File: src/rtl/rv32_pkg.sv
// Shared types and constants for the rv32 instruction fetch path.
package rv32_pkg;

   localparam int XLEN = 32;
   localparam int ILEN = 32;

   localparam logic [XLEN-1:0] DEFAULT_RESET_PC = 32'h0000_0000;

   typedef enum logic [1:0] {
      FETCH_RUN   = 2'd0,
      FETCH_DRAIN = 2'd1,
      FETCH_HALT  = 2'd2
   } fetch_state_e;

   typedef struct packed {
      logic [XLEN-1:0] pc;
      logic [ILEN-1:0] instr;
      logic            err;
   } fetch_entry_t;

   function automatic logic [XLEN-1:0] word_align(input logic [XLEN-1:0] addr);
      return addr & ~XLEN'(3);
   endfunction

endpackage

File: src/rtl/rv32_mod_instruction_fetch_if.sv
// Fetch-unit bus bundle: instruction-memory port plus the decode-side instruction stream.
interface rv32_mod_instruction_fetch_if;
   import rv32_pkg::*;

   logic            imem_req;
   logic [XLEN-1:0] imem_addr;
   logic            imem_ack;
   logic [ILEN-1:0] imem_rdata;
   logic            imem_err;

   logic            instr_valid;
   logic [ILEN-1:0] instr;
   logic [XLEN-1:0] instr_pc;
   logic            instr_err;
   logic            instr_ready;

   modport master (
      output imem_req, imem_addr,
      input  imem_ack, imem_rdata, imem_err,
      output instr_valid, instr, instr_pc, instr_err,
      input  instr_ready
   );

   modport slave (
      input  imem_req, imem_addr,
      output imem_ack, imem_rdata, imem_err,
      input  instr_valid, instr, instr_pc, instr_err,
      output instr_ready
   );

endinterface

File: src/rtl/rv32_mod_fetch_fifo.sv
// Prefetch FIFO of {pc, instr, err}; supports push+pop at full and a flush that wins over both.
module rv32_mod_fetch_fifo
   import rv32_pkg::*;
#(
   parameter int DEPTH = 2
) (
   input  logic                       clk,
   input  logic                       rst_n,
   input  logic                       push,
   input  fetch_entry_t               din,
   input  logic                       pop,
   input  logic                       flush,
   output fetch_entry_t               dout,
   output logic [$clog2(DEPTH):0]     count,
   output logic                       full,
   output logic                       empty
);
   localparam int AW = $clog2(DEPTH);
   localparam int CW = AW + 1;

   fetch_entry_t    mem [DEPTH];
   logic [AW-1:0]   wr_ptr;
   logic [AW-1:0]   rd_ptr;
   logic            push_ok;
   logic            pop_ok;

   assign empty   = (count == '0);
   assign full    = (count == CW'(DEPTH));
   assign pop_ok  = pop & ~empty;
   assign push_ok = push & (~full | pop_ok);
   assign dout    = mem[rd_ptr];

   always_ff @(posedge clk) begin
      if (!rst_n) begin
         for (int i = 0; i < DEPTH; i++) mem[i] <= '0;
         wr_ptr <= '0;
         rd_ptr <= '0;
         count  <= '0;
      end else if (flush) begin
         wr_ptr <= '0;
         rd_ptr <= '0;
         count  <= '0;
      end else begin
         if (push_ok) begin
            mem[wr_ptr] <= din;
            wr_ptr      <= wr_ptr + 1'b1;
         end
         if (pop_ok) rd_ptr <= rd_ptr + 1'b1;
         count <= count + CW'(push_ok) - CW'(pop_ok);
      end
   end

endmodule

File: src/rtl/rv32_mod_instruction_fetch.sv
// rv32imc instruction fetch: owns the fetch PC, one outstanding imem request, prefetch FIFO.
// Optional RV32_FETCH_MISALIGN_TRAP_EN: misaligned redirect targets halt fetch and raise fetch_misaligned.
//
// state       | meaning
// FETCH_RUN   | issue requests while FIFO + outstanding has room
// FETCH_DRAIN | redirect hit an open request; hold it, drop its response
// FETCH_HALT  | stopped after a bus error or misaligned target
module rv32_mod_instruction_fetch
   import rv32_pkg::*;
#(
   parameter logic [XLEN-1:0] RESET_PC   = DEFAULT_RESET_PC,
   parameter int              FIFO_DEPTH = 2
) (
   input  logic                         clk,
   input  logic                         rst_n,
   rv32_mod_instruction_fetch_if.master bus,
   input  logic                         redirect,
   input  logic [XLEN-1:0]              redirect_pc
`ifdef RV32_FETCH_MISALIGN_TRAP_EN
   ,
   output logic                         fetch_misaligned
`endif
);
   localparam int CW = $clog2(FIFO_DEPTH) + 1;

   fetch_state_e    state;
   fetch_state_e    state_next;
   logic [XLEN-1:0] fpc;
   logic [XLEN-1:0] fpc_next;
   logic [CW-1:0]   count;
   logic [CW-1:0]   cnt_next;
   logic            full;
   logic            empty;
   logic            ack;
   logic            pop;
   logic            push;
   logic            misaligned;
   fetch_entry_t    head;
   fetch_entry_t    entry;

   assign entry = '{pc: fpc, instr: bus.imem_rdata, err: bus.imem_err};

   rv32_mod_fetch_fifo #(.DEPTH(FIFO_DEPTH)) u_fifo (
      .clk   (clk),
      .rst_n (rst_n),
      .push  (push & (~full | pop)),
      .din   (entry),
      .pop   (pop),
      .flush (redirect),
      .dout  (head),
      .count (count),
      .full  (full),
      .empty (empty)
   );

   assign bus.instr_valid = ~empty;
   assign bus.instr       = head.instr;
   assign bus.instr_pc    = head.pc;
   assign bus.instr_err   = head.err;

   always_comb begin
      ack        = bus.imem_req & bus.imem_ack;
      pop        = ~empty & bus.instr_ready;
      push       = ack & (state == FETCH_RUN) & ~redirect;
      misaligned = 1'b0;
`ifdef RV32_FETCH_MISALIGN_TRAP_EN
      misaligned = (redirect_pc[1:0] != 2'b00);
`endif
      fpc_next = fpc;
      if (redirect)  fpc_next = word_align(redirect_pc);
      else if (push) fpc_next = fpc + XLEN'(4);
      cnt_next = redirect ? '0 : count + CW'(push) - CW'(pop);

      state_next = state;
      if (redirect) begin
         if (misaligned)                        state_next = FETCH_HALT;
         else if (bus.imem_req & ~bus.imem_ack) state_next = FETCH_DRAIN;
         else                                   state_next = FETCH_RUN;
      end else if (ack) begin
         if (state == FETCH_DRAIN)                       state_next = FETCH_RUN;
         else if (state == FETCH_RUN && bus.imem_err)    state_next = FETCH_HALT;
      end
   end

   always_ff @(posedge clk) begin
      if (!rst_n) begin
         state         <= FETCH_RUN;
         fpc           <= RESET_PC;
         bus.imem_req  <= 1'b0;
         bus.imem_addr <= RESET_PC;
`ifdef RV32_FETCH_MISALIGN_TRAP_EN
         fetch_misaligned <= 1'b0;
`endif
      end else begin
         state <= state_next;
         fpc   <= fpc_next;
         // An open request is never withdrawn; only re-decide once it completes.
         if (ack | ~bus.imem_req) begin
            bus.imem_req  <= (state_next == FETCH_RUN) && (cnt_next < CW'(FIFO_DEPTH));
            bus.imem_addr <= fpc_next;
         end
`ifdef RV32_FETCH_MISALIGN_TRAP_EN
         if (redirect) fetch_misaligned <= misaligned;
`endif
      end
   end

endmodule

File: src/flat_wrapper.sv
// flat-port wrapper written by rule: the top's interface ports become plain ports
module rv32_mod_instruction_fetch_flat import rv32_pkg::*;
#(
   parameter logic [XLEN-1:0] RESET_PC   = DEFAULT_RESET_PC,
   parameter int              FIFO_DEPTH = 2
)
  (clk, rst_n, redirect, redirect_pc, bus_imem_req, bus_imem_addr, bus_imem_ack, bus_imem_rdata, bus_imem_err, bus_instr_valid, bus_instr, bus_instr_pc, bus_instr_err, bus_instr_ready);
  rv32_mod_instruction_fetch_if bus_i ();
  input  logic clk;
  input  logic rst_n;
  input  logic redirect;
  input  logic [XLEN-1:0] redirect_pc;
  output wire logic [$bits(bus_i.imem_req)-1:0] bus_imem_req;
  output wire logic [$bits(bus_i.imem_addr)-1:0] bus_imem_addr;
  input wire logic [$bits(bus_i.imem_ack)-1:0] bus_imem_ack;
  input wire logic [$bits(bus_i.imem_rdata)-1:0] bus_imem_rdata;
  input wire logic [$bits(bus_i.imem_err)-1:0] bus_imem_err;
  output wire logic [$bits(bus_i.instr_valid)-1:0] bus_instr_valid;
  output wire logic [$bits(bus_i.instr)-1:0] bus_instr;
  output wire logic [$bits(bus_i.instr_pc)-1:0] bus_instr_pc;
  output wire logic [$bits(bus_i.instr_err)-1:0] bus_instr_err;
  input wire logic [$bits(bus_i.instr_ready)-1:0] bus_instr_ready;
  assign bus_imem_req = bus_i.imem_req;
  assign bus_imem_addr = bus_i.imem_addr;
  assign bus_i.imem_ack = bus_imem_ack;
  assign bus_i.imem_rdata = bus_imem_rdata;
  assign bus_i.imem_err = bus_imem_err;
  assign bus_instr_valid = bus_i.instr_valid;
  assign bus_instr = bus_i.instr;
  assign bus_instr_pc = bus_i.instr_pc;
  assign bus_instr_err = bus_i.instr_err;
  assign bus_i.instr_ready = bus_instr_ready;
  rv32_mod_instruction_fetch #(.RESET_PC(RESET_PC), .FIFO_DEPTH(FIFO_DEPTH)) u_core (.clk(clk), .rst_n(rst_n), .bus(bus_i), .redirect(redirect), .redirect_pc(redirect_pc));
endmodule
File: config.mk
export PLATFORM = sky130hd
export DESIGN_NAME = rv32_mod_instruction_fetch_flat
export DESIGN_NICKNAME = d
export VERILOG_FILES = /design/src/rtl/rv32_pkg.sv /design/src/rtl/rv32_mod_instruction_fetch_if.sv /design/src/rtl/rv32_mod_fetch_fifo.sv /design/src/rtl/rv32_mod_instruction_fetch.sv /design/src/flat_wrapper.sv
export SDC_FILE = /design/constraint.sdc
export NUM_CORES = 1
export LEC_CHECK = 0
export ABC_CLOCK_PERIOD_IN_PS = 13700
export CAP_MARGIN = 20
export CORE_ASPECT_RATIO = 1.4
export CORE_MARGIN = 10
export CORE_UTILIZATION = 55
export DETAILED_ROUTE_END_ITERATION = 12
export GPL_TIMING_DRIVEN = 0
export PLACE_DENSITY = 0.83
export SYNTH_ARGS = -nofsm -noshare
export SYNTH_HDL_FRONTEND = slang
export SYNTH_SLANG_ARGS = --single-unit
File: constraint.sdc
create_clock -name clk -period 13.7 [get_ports clk]
set_input_delay 2.055 -clock clk [delete_from_list [all_inputs] [get_ports clk]]
set_output_delay 2.055 -clock clk [all_outputs]
set_load 0.05 [all_outputs]
==> results of run 1 <==
## cells by family after synthesis
group | Yosys count
xor+xnor | 14
flops | 202
fa+ha+maj | 4
mux | 71
buf+inv | 62
simple gates | 351
compound gates | 87
## critical path, delay by kind of cell (launching register included)
family / cells / cell delay, ns
buffers and inverters: 3 / 1.80
multiplexers: 1 / 0.40
flip-flops: 1 / 0.32
## power groups by stage
stage / sequential (W) / clock, W / combinational (W)
floorplan: 0.000731 / 0 / 0.000104
global placement: 0.000712 / 0 / 0.000206
detailed placement: 0.000709 / 0 / 0.000211
CTS: 0.000696 / 0.000526 / 0.000212
global route: 0.000700 / 0.000546 / 0.000223
finish: 0.000697 / 0.000521 / 0.000211
## layout by cell type, fill, tap and decap left out, types with 3 or more instances in the layout
master,count
clkdlybuf4s50_1,165
and2_1,131
edfxtp_1,130
dfxtp_1,72
mux2_2,66
clkbuf_1,53
nand2_1,43
nand3_1,36
nor2_1,35
clkbuf_16,21
o21ai_0,20
a21oi_1,18
nor3_1,18
nand2b_1,16
nor4_1,15
and3_1,13
nand4_1,11
xnor2_1,11
inv_1,8
o31ai_1,8
or4_1,7
or3_1,6
nor2b_1,6
o21ai_1,6
o31a_1,5
mux2i_1,5
buf_2,4
and4_1,4
o21a_1,4
a31oi_1,4
ha_1,4
clkbuf_8,4
clkinv_1,3
xor2_1,3
## final cells by class
type / instances / area share
Sequential cell: 202 / 0.457
Buffer: 54 / 0.0178
Clock inverter: 7 / 0.00278
Tap cell: 199 / 0.0213
Clock buffer: 29 / 0.0512
Timing Repair Buffer: 167 / 0.145
Inverter: 8 / 0.00257
Multi-Input combinational cell: 527 / 0.302
## worst paths after layout
path / startpoint / endpoint / slack [ns] / cells after the start
setup reg to reg: u_core.bus.imem_req / u_core.u_fifo.mem[0][9] / 10.65 / 8
setup / recovery: flip-flop / bus_instr_pc[18] / 8.64 / 4
hold / removal: u_core.bus.imem_addr[5] / u_core.bus.imem_addr[5] / 0.46 / 2
hold reg to reg: u_core.bus.imem_addr[5] / u_core.bus.imem_addr[5] / 0.46 / 2
## state kept, by name (all words and copies together), names as in the netlist, named ones only
| register | flops |
|---|---|
| u_core.state | 2 |
| u_core.u_fifo.mem | 130 |
| u_core.bus.imem_addr | 32 |
| u_core.bus.imem_req | 1 |
| u_core.u_fifo.count | 2 |
| u_core.u_fifo.wr_ptr | 1 |
| u_core.fpc | 32 |
| u_core.u_fifo.rd_ptr | 1 |
## synth_stat cells, drive strengths merged (11+ instances only)
cell and number:
nand4 11, dfxtp 72, o21ai 27, and2 131
nor4 15, nor3 19, a21oi 18, xnor2 11
mux2 66, clkbuf 50, nand2 44, nand3 37
nor2 35, nand2b 16, edfxtp 130, and3 13
## metrics by stage
stage / total power [W] / hold slack, ns / utilization
finish: 0.00143 / 0.458 / 0.720
global route: 0.00147 / 0.474 / 0.720
CTS: 0.00143 / 0.459 / 0.720
detailed placement: 0.000920 / 0.445 / 0.682
global placement: 0.000918 / 0.439 / 0.678
floorplan: 0.000834 / 0.477 / -
## layer usage
metal  vias up  global-route usage
met5         -                   0
met4         0               0.106
met3        59              0.0429
met2       290               0.386
met1      3272               0.241
li1       3226                   -
==> summary.md, run 1 <==
| Metric | Value |
|---|---|
| Initial cell density of the core | `0.560` |
| Number of DRC violations after detailed routing | `0` |
| Placer congestion estimate | `0.971` |
| Number of placement rows | `55` |
| Combinational group share of total power | `0.148` |
| Share of synthesized registers carrying an async set or reset | `0` |
| Seq/Total Area, Yosys | `0.587` |
| Number of DRC violations after detailed-routing iteration 0 | `506` |
| Worst slew slack as a fraction of its limit | `0.408` |
| Cell area after placement | `0.0111 mm^2` |
| Setup repair after global routing missed its margin | `false` |
| Metal3 WL | `1.67 mm` |
| Clock insertion delay at the later pin of the skew report | `0.49 ns` |
| Net Sw Power | `0.000370 W` |
| Antenna Violating Nets Remaining | `0` |
| Cell Count, Final, Fillers Out | `1193` |
| Vias per Instance | `5.74` |
| Post-synthesis mux area share | `0.0871` |
| Root buf cell | `clkbuf_16` |
| Yosys cell types | `56` |
| Required time of the worst setup path | `11.64 ns` |
| Post-route standard cell area excluding fillers | `0.0117 mm^2` |
| Hold Violations, Final | `0` |
| Final global-route overflow total | `0` |
| Setup total negative slack | `0 ns` |
| Most prevalent standard cell on the critical path | `clkbuf_1` |
| Slew @ Worst Pin | `0.888 ns` |
| Max rail drop VDD | `0.111 mV` |
| Sequential cell area | `0.00535 mm^2` |
| Fraction of final layout cells sized beyond drive strength 1 | `0.114` |
| Y dimension of the die | `172 um` |
| Synth Flop Type | `edfxtp_1` |
| Area share of the leading cell type in the synthesized netlist | `0.429` |
| Die ar. | `0.0222 mm^2` |
| Buffer depth of the longest clock path | `3` |
| Share of the clock period used by the worst path | `0.370` |
| Number of cells upsized or downsized after cts | `0` |
| Minimum setup slack after placement | `8.41 ns` |
| Via count of the first global-routing pass | `7026` |
| Final-stage net count | `1054` |
| Clock tree from TritonCTS | `built` |
| Clock Sinks | `202` |
| Nature of the critical path endpoint | `primary output` |
| Final min period | `5.06 ns` |
| Number of buffer cells added on primary ports | `165` |
| Worst Slack Setup Final | `8.64 ns` |
| Mean post-synth cell area | `11.5 um^2` |
| Total number of H-tree levels | `1` |
| Vias after detailed routing | `6847` |
| Dominant combinational cell family by area after synthesis | `simple AND/OR/NAND/NOR gates` |
| Adder and majority cell fraction of the synthesized area | `0.00550` |
| Dominant cell type by area after synthesis | `edfxtp_1` |
| Share of the synthesized area in compound gates (AO/OA/AOI/OAI) | `0.0625` |
| Buffers inserted during post-CTS setup optimization | `0` |
| Leakage power of the design | `4.27 nW` |
| Number of buffers inserted by hold repair at cts | `0` |
| Detailed-route wire length on metal 1 | `9.17 mm` |
| XOR/XNOR Fraction of Synth Area | `0.0135` |
| Core ar. | `0.0162 mm^2` |
| Initial antenna violation count | `0` |
| Post-Synthesis Net Count | `865` |
| DP HPWL | `18.0 mm` |
| Detailed-routed wire length on met2 | `12.5 mm` |
| Total wire length | `24.4 mm` |
| Class of the most critical setup path | `flip-flop to primary output` |
| Internal Power | `0.00106 W` |
| Cell count after synthesis | `791` |
| Type of the tightest min-delay check | `flip-flop to flip-flop` |
| Proportion of total power due to net switching | `0.259` |
| Simple logic cell fraction of the synthesized area | `0.218` |
| Overall track demand over capacity in global routing | `0.217` |
| Number of CTS-inserted buffers | `20` |
| Status | `completed` |
| Clock power frac | `0.365` |
| First-pass GRT wire length | `37.7 mm` |
| Number of cells in the design after placement | `1157` |
| Initial DRT Pass Iterations | `5` |
| Layout overhead on the synthesized area | `28.5%` |
| Highest metal layer used by the detailed router | `met4` |
| Power density normalized to cell area | `122 mW/mm^2` |
| Cell types with the largest area share after synthesis | `edfxtp_1 43%, dfxtp_1 16%, and2_1 9.0%` |
| Delay of the slowest cell on the worst path | `0.74 ns` |
| Clock slew at reported path FFs | `0.06 ns` |
| # fillers | `1185` |
| F_max | `198 MHz` |
| Clock skew | `0.0132 ns` |
| Standard cell with the maximum stage delay on the critical path | `clkdlybuf4s50_1` |
| Detail-routed net length per standard cell | `20.5 um` |
| Maximum fanout encountered on the critical timing path | `10` |
| Number of warnings reported in the yosys synthesis log | `0` |
| Flop and latch count out of synthesis | `202` |
| Number of endpoints failing setup at the final stage | `0` |
| Mapped cell area | `0.00910 mm^2` |
| CP Data Arrival Time | `3.01 ns` |
| Die X-Extent | `129 um` |
| Ant. Diodes | `0` |
| Sequential share of power | `0.488` |
| Area occupied by multi-input gates | `0.00354 mm^2` |
| Count of pins on the block boundary | `169` |
| Pin count of the biggest net entering global routing | `66` |
| Number of max-slew violations in the final report | `0` |
| Cell-by-cell listing of the critical path | `clkbuf_1 -> clkbuf_1 -> mux2_2 -> clkdlybuf4s50_1` |
| Max cap viols | `0` |
| Sort of element at the start of the critical path | `flip-flop` |
| EDFF count, synth | `130` |
Power figures use the tool's default switching activity.
==> inputs of run 2 (changes only) <==
Settings changed: ABC_CLOCK_PERIOD_IN_PS 13700 to 4400, CORE_UTILIZATION 55 to 47, PLACE_DENSITY 0.83 to 0.76.
Clock period 13.7 ns to 4.4 ns, I/O delays scaled along.
==> run 2 against run 1 <==
Against the previous run: sequential cell count is the same; die area increased by 15%; clock skew decreased by 0.0034 ns; via count is 1.0% lower; global-route usage decreased by 2.2 points; non-clock buffer count is 1 higher; first-iteration DRC count fell by 9.3%; wire length grew 2.8%; critical endpoint is now bus_instr_pc[20]; largest cell class unchanged; largest power group unchanged; highest routed layer unchanged.
==> summary.md, run 2 (synthesis results as in run 1) <==
| Metric | Value |
|---|---|
| Number of DRC violations after detailed-routing iteration 0 | `459` |
| Sort of element at the start of the critical path | `flip-flop` |
| Detail-routed net length per standard cell | `20.2 um` |
| Worst Min Path Start | `u_core.bus.imem_addr[20]` |
| Worst Slack Setup Final | `0.701 ns` |
| Slew @ Worst Pin | `0.924 ns` |
| Number of cells upsized or downsized after cts | `0` |
| DP HPWL | `18.3 mm` |
| Capture point of the worst reg-to-reg path | `u_core.u_fifo.mem[0][42]` |
| Top register by number of flip-flops | `u_core.u_fifo.mem` |
| Die ar. | `0.0254 mm^2` |
| Clock slew at reported path FFs | `0.07 ns` |
| Commonest non-fill, non-tap cells in the layout | `165 x clkdlybuf4s50_1, 131 x and2_1, 130 x edfxtp_1, 72 x dfxtp_1, 66 x mux2_2` |
| Setup repair after global routing missed its margin | `false` |
| Hold Path Cell Cnt | `2` |
| Initial antenna violation count | `0` |
| Vias after detailed routing | `6778` |
| Leakage power of the design | `4.34 nW` |
| Via count of the first global-routing pass | `7070` |
| Total Power | `0.00475 W` |
| Layout overhead on the synthesized area | `31.0%` |
| Hold Violations, Final | `0` |
| End point of the most critical hold path | `u_core.bus.imem_addr[20]` |
| Y dimension of the die | `185 um` |
| CP Data Arrival Time | `3.04 ns` |
| Max cap viols | `0` |
| First-pass GRT wire length | `38.7 mm` |
| Class of the most critical setup path | `flip-flop to primary output` |
| Clock insertion delay at the later pin of the skew report | `0.49 ns` |
| Minimum setup slack after placement | `0.618 ns` |
| Vias per Instance | `5.45` |
| Launching point of the worst reg2reg path | `u_core.bus.imem_req` |
| Worst reg-to-reg setup slack | `1.45 ns` |
| Initial DRT Pass Iterations | `5` |
| Most common cell after layout, fill and taps aside | `clkdlybuf4s50_1` |
| Number of cell instances on the worst register-to-register path | `8` |
| Fraction of final layout cells sized beyond drive strength 1 | `0.118` |
| Ant. Diodes | `0` |
| Total number of H-tree levels | `1` |
| Final min period | `3.70 ns` |
| Buffer depth of the longest clock path | `3` |
| Clock tree from TritonCTS | `built` |
| Status | `completed` |
| Final global-route overflow total | `0` |
| Pin count of the biggest net entering global routing | `66` |
| Number of buffers inserted by hold repair at cts | `0` |
| Initial cell density of the core | `0.475` |
| Share of the clock period used by the worst path | `0.841` |
| Core ar. | `0.0191 mm^2` |
| Final-stage net count | `1055` |
| Nature of the critical path endpoint | `primary output` |
| Worst slew slack as a fraction of its limit | `0.378` |
| Largest register FFs | `130` |
| Overall track demand over capacity in global routing | `0.195` |
| Type of the tightest min-delay check | `flip-flop to flip-flop` |
| Clock Sinks | `202` |
| Post-route standard cell area excluding fillers | `0.0119 mm^2` |
| Count of pins on the block boundary | `169` |
| Number of max-slew violations in the final report | `0` |
| Clock skew | `0.00980 ns` |
| Power density normalized to cell area | `399 mW/mm^2` |
| Placer congestion estimate | `0.973` |
| Number of endpoints failing setup at the final stage | `0` |
| Total wire length | `25.1 mm` |
| Max rail drop VDD | `0.235 mV` |
| Die X-Extent | `138 um` |
| Antenna Violating Nets Remaining | `0` |
| Maximum fanout encountered on the critical timing path | `10` |
| Number of DRC violations after detailed routing | `0` |
| Buffers inserted during post-CTS setup optimization | `0` |
| Number of CTS-inserted buffers | `20` |
| Root buf cell | `clkbuf_16` |
| Number of placement rows | `60` |
| Number of buffer cells added on primary ports | `165` |
| Required time of the worst setup path | `3.74 ns` |
| F_max | `270 MHz` |
| Cell area after placement | `0.0112 mm^2` |
| Largest registers in the final layout | `u_core.u_fifo.mem: 130 flops, u_core.bus.imem_addr: 32 flops, u_core.fpc: 32 flops` |
[run 2: how the worst max path moves through the flow]
stage | start | endpoint | slack (ns) | cells after the start
final | flip-flop | bus_instr_pc[20] | 0.70 | 4
after CTS | flip-flop | bus_instr_pc[20] | 0.65 | 4
after global routing | flip-flop | bus_instr_pc[20] | 0.54 | 4
after floorplan | u_core.bus.imem_req | u_core.u_fifo.mem[0][0] | 0.63 | 6
after detailed placement | bus_imem_ack | u_core.u_fifo.mem[0][27] | 0.62 | 9
after global placement | bus_imem_ack | u_core.u_fifo.mem[0][7] | -1.14 | 7
[run 2: per-layer routing]
layer  global-route usage  vias up  share of wire
met2                0.350      258           0.52
met4               0.0900        0          0.045
met3               0.0311       68          0.064
li1                     -     3230              -
met1                0.217     3222           0.37
met5                    0        -              0
[run 2: cell type report]
cell class	instances	area, um^2
buffer	54	208
clock buffer	25	593
clock inverter	11	161
fill	1551	7220
inverter	8	30.0
multi-input combinational	527	3540
sequential	202	5350
tap	248	310
timing repair buffer	168	1730
[run 2: critical path: stages (launching register included)]
cell and delay (ns):
dfxtp_1 0.32, clkbuf_1 0.51, clkbuf_1 0.56, mux2_2 0.40
clkdlybuf4s50_1 0.75
[run 2: power by group]
part	internal [W]	switching, W
logic	0.000246	0.000417
registers	0.00211	0.0000564
clock network	0.00120	0.000724
[run 2: stage by stage]
step,std cells,TNS [ns],hold WS (ns),utilization
5_1_grt,1243,0,0.480,0.623
3_5_place_dp,1207,0,0.449,0.583
6_report,1243,0,0.462,0.623
2_1_floorplan,791,0,0.477,-
3_3_place_gp,1204,-117.91,0.449,0.578
4_1_cts,1243,0,0.464,0.623
==> inputs of run 3 (changes only) <==
Settings changed: ABC_CLOCK_PERIOD_IN_PS 4400 to 3300.
Clock period 4.4 ns to 3.3 ns, I/O delays scaled along.
==> run 3 against run 2 <==
Against the previous run: wire length increased by 1.7%; clock power increased by 20%; via count increased by 0.87%; global-route usage about the same; first-iteration DRC count decreased by 0.65%; non-clock buffer count decreased by 1; largest power group unchanged.
==> summary.md, run 3 (synthesis results as in run 1) <==
| Metric | Value |
|---|---|
| Status | `completed` |
| DP HPWL | `18.7 mm` |
| Power density normalized to cell area | `515 mW/mm^2` |
| Number of DRC violations after detailed-routing iteration 0 | `456` |
| Required time of the worst setup path | `3.49 ns` |
| F_max | `324 MHz` |
| Largest register FFs | `130` |
| Number of DRC violations after detailed routing | `0` |
| Clock insertion delay at the later pin of the skew report | `0.49 ns` |
| Clock skew | `0.0106 ns` |
| Root buf cell | `clkbuf_16` |
| Number of cell instances on the worst register-to-register path | `8` |
| Number of placement rows | `60` |
| Worst reg-to-reg setup slack | `0.37 ns` |
| Number of CTS-inserted buffers | `20` |
| Number of max-slew violations in the final report | `0` |
| Setup total negative slack | `0 ns` |
| Met2 layer usage reported by global route | `0.352` |
| Largest registers in the final layout | `u_core.u_fifo.mem: 130 flops, u_core.bus.imem_addr: 32 flops, u_core.fpc: 32 flops` |
| Total number of H-tree levels | `1` |
| Launch point of the worst path | `bus_imem_ack` |
| Worst slew slack as a fraction of its limit | `0.313` |
| Final-stage net count | `1055` |
| Layout overhead on the synthesized area | `30.0%` |
| Standard cell with the maximum stage delay on the critical path | `clkdlybuf4s50_1` |
| # fillers | `1610` |
| Most common cell after layout, fill and taps aside | `clkdlybuf4s50_1` |
| Global routing usage on met1 | `0.214` |
| Vias per Instance | `5.50` |
| Delay of the slowest cell on the worst path | `0.60 ns` |
| Cell-by-cell listing of the critical path | `clkdlybuf4s50_1 -> and4bb_1 -> buf_2 -> nand2_1 -> a21oi_1 -> inv_2 -> o21ai_4 -> buf_16 -> buf_12` |
| Max cap viols | `0` |
| Clock slew at reported path FFs | `0.06 ns` |
| Final min period | `3.09 ns` |
| Worst Min Path Start | `u_core.bus.imem_addr[5]` |
| Launching point of the worst reg2reg path | `u_core.bus.imem_req` |
| Y dimension of the die | `185 um` |
| Pin count of the biggest net entering global routing | `66` |
| Nature of the critical path endpoint | `flip-flop` |
| End point of the most critical hold path | `u_core.bus.imem_addr[5]` |
| Util after Layout | `0.618` |
| Placer congestion estimate | `0.955` |
| Clock Sinks | `202` |
| Detail-routed net length per standard cell | `20.5 um` |
| Setup repair after global routing missed its margin | `false` |
| Fraction of final layout cells sized beyond drive strength 1 | `0.122` |
| Ant. Diodes | `0` |
| Hold Path Cell Cnt | `2` |
| CP Buf/Inv Count | `5` |
| Maximum fanout encountered on the critical timing path | `24` |
| Type of the tightest min-delay check | `flip-flop to flip-flop` |
| Die X-Extent | `138 um` |
| Kind of cell adding the most delay to the critical path | `buffers and inverters` |
| Initial antenna violation count | `0` |
| GR Util met3 | `0.0332` |
| Share of the clock period used by the worst path | `0.935` |
| Number of buffer cells added on primary ports | `165` |
| Cell area after placement | `0.0111 mm^2` |
| Clock tree from TritonCTS | `built` |
| Core ar. | `0.0191 mm^2` |
| Final global-route overflow total | `0` |
| Initial cell density of the core | `0.475` |
| Number of endpoints failing setup at the final stage | `0` |
| Initial DRT Pass Iterations | `5` |
| Post-route standard cell area excluding fillers | `0.0118 mm^2` |
| First-pass GRT wire length | `38.7 mm` |
| Commonest non-fill, non-tap cells in the layout | `165 x clkdlybuf4s50_1, 131 x and2_1, 130 x edfxtp_1, 72 x dfxtp_1, 66 x mux2_2` |
| Sort of element at the start of the critical path | `input port` |
| Vias after detailed routing | `6837` |
| Count of pins on the block boundary | `169` |
| Max rail drop VDD | `0.356 mV` |
| Slew @ Worst Pin | `1.03 ns` |
| CP Data Arrival Time | `3.27 ns` |
| Number of buffers inserted by hold repair at cts | `0` |
| Busiest grt layer | `met2` |
| Buffer depth of the longest clock path | `3` |
| Antenna Violating Nets Remaining | `0` |
| Class of the most critical setup path | `input port to flip-flop` |
| Leakage power of the design | `4.31 nW` |
| Die ar. | `0.0254 mm^2` |
| Via count of the first global-routing pass | `7093` |
| Hold Violations, Final | `0` |
| Overall track demand over capacity in global routing | `0.195` |
| Total wire length | `25.5 mm` |
| Top register by number of flip-flops | `u_core.u_fifo.mem` |
| Capture point of the worst reg-to-reg path | `u_core.u_fifo.mem[0][23]` |
[run 3: area by class of cell]
type	count	area [um^2]	area share
flip-flops and latches	202	5350	0.452
multi-input cells	528	3550	0.300
repair buffers	167	1700	0.144
clock buffers	29	607	0.0513
well taps	248	310	0.0262
plain buffers	54	215	0.0182
clock inverters	7	73.8	0.00624
inverters	8	30.0	0.00254
[run 3: metrics by stage]
stage	hold slack (ns)	power, W	instances	setup slack, ns
floorplan	0.477	0.00346	791	0.170
global placement	0.445	0.00381	1204	-1.06
detailed placement	0.444	0.00383	1206	-0.442
CTS	0.461	0.00612	1242	0.0341
global route	0.484	0.00629	1243	0.0838
finish	0.461	0.00609	1243	0.215
[run 3: how the worst max path moves through the flow]
stage | end | slack [ns] | cells after the start
after floorplan | u_core.u_fifo.mem[0][0] | 0.17 | 6
after global routing | u_core.u_fifo.mem[0][38] | 0.08 | 9
after CTS | bus_instr_pc[10] | 0.03 | 4
after detailed placement | u_core.u_fifo.mem[0][30] | -0.44 | 9
after global placement | u_core.u_fifo.mem[0][10] | -1.06 | 7
final | u_core.u_fifo.mem[0][23] | 0.21 | 9
[run 3: worst register-to-register path, cell delays in order, from the launching register on]
cell	delay, ns
dfxtp_1	0.45
and4bb_1	0.23
buf_2	0.27
nand2_1	0.17
a21oi_1	0.36
inv_2	0.20
o21ai_4	0.49
buf_16	0.25
buf_12	0.20
[run 3: report_power, final]
part / switching, W / internal (W)
sequential: 0.0000758 / 0.00282
combinational: 0.000561 / 0.000323
clock: 0.000944 / 0.00137
[run 3: what timing repair did]
| item | CTS | global route |
|---|---|---|
| hold endpoints to repair | 0 | 0 |
| setup buffers | 0 | 0 |
| gates cloned | 0 | 1 |
| pin swaps | 0 | 1 |
| setup endpoints to repair | 50 | 43 |
| gates resized for setup | 4 | 5 |
[run 3: routing by layer]
metal	share of wire	routed length, um	vias to the layer above
met5	0	0	-
met3	0.065	1670	63
met4	0.041	1040	0
met2	0.52	13400	241
met1	0.37	9420	3293
li1	-	-	3240
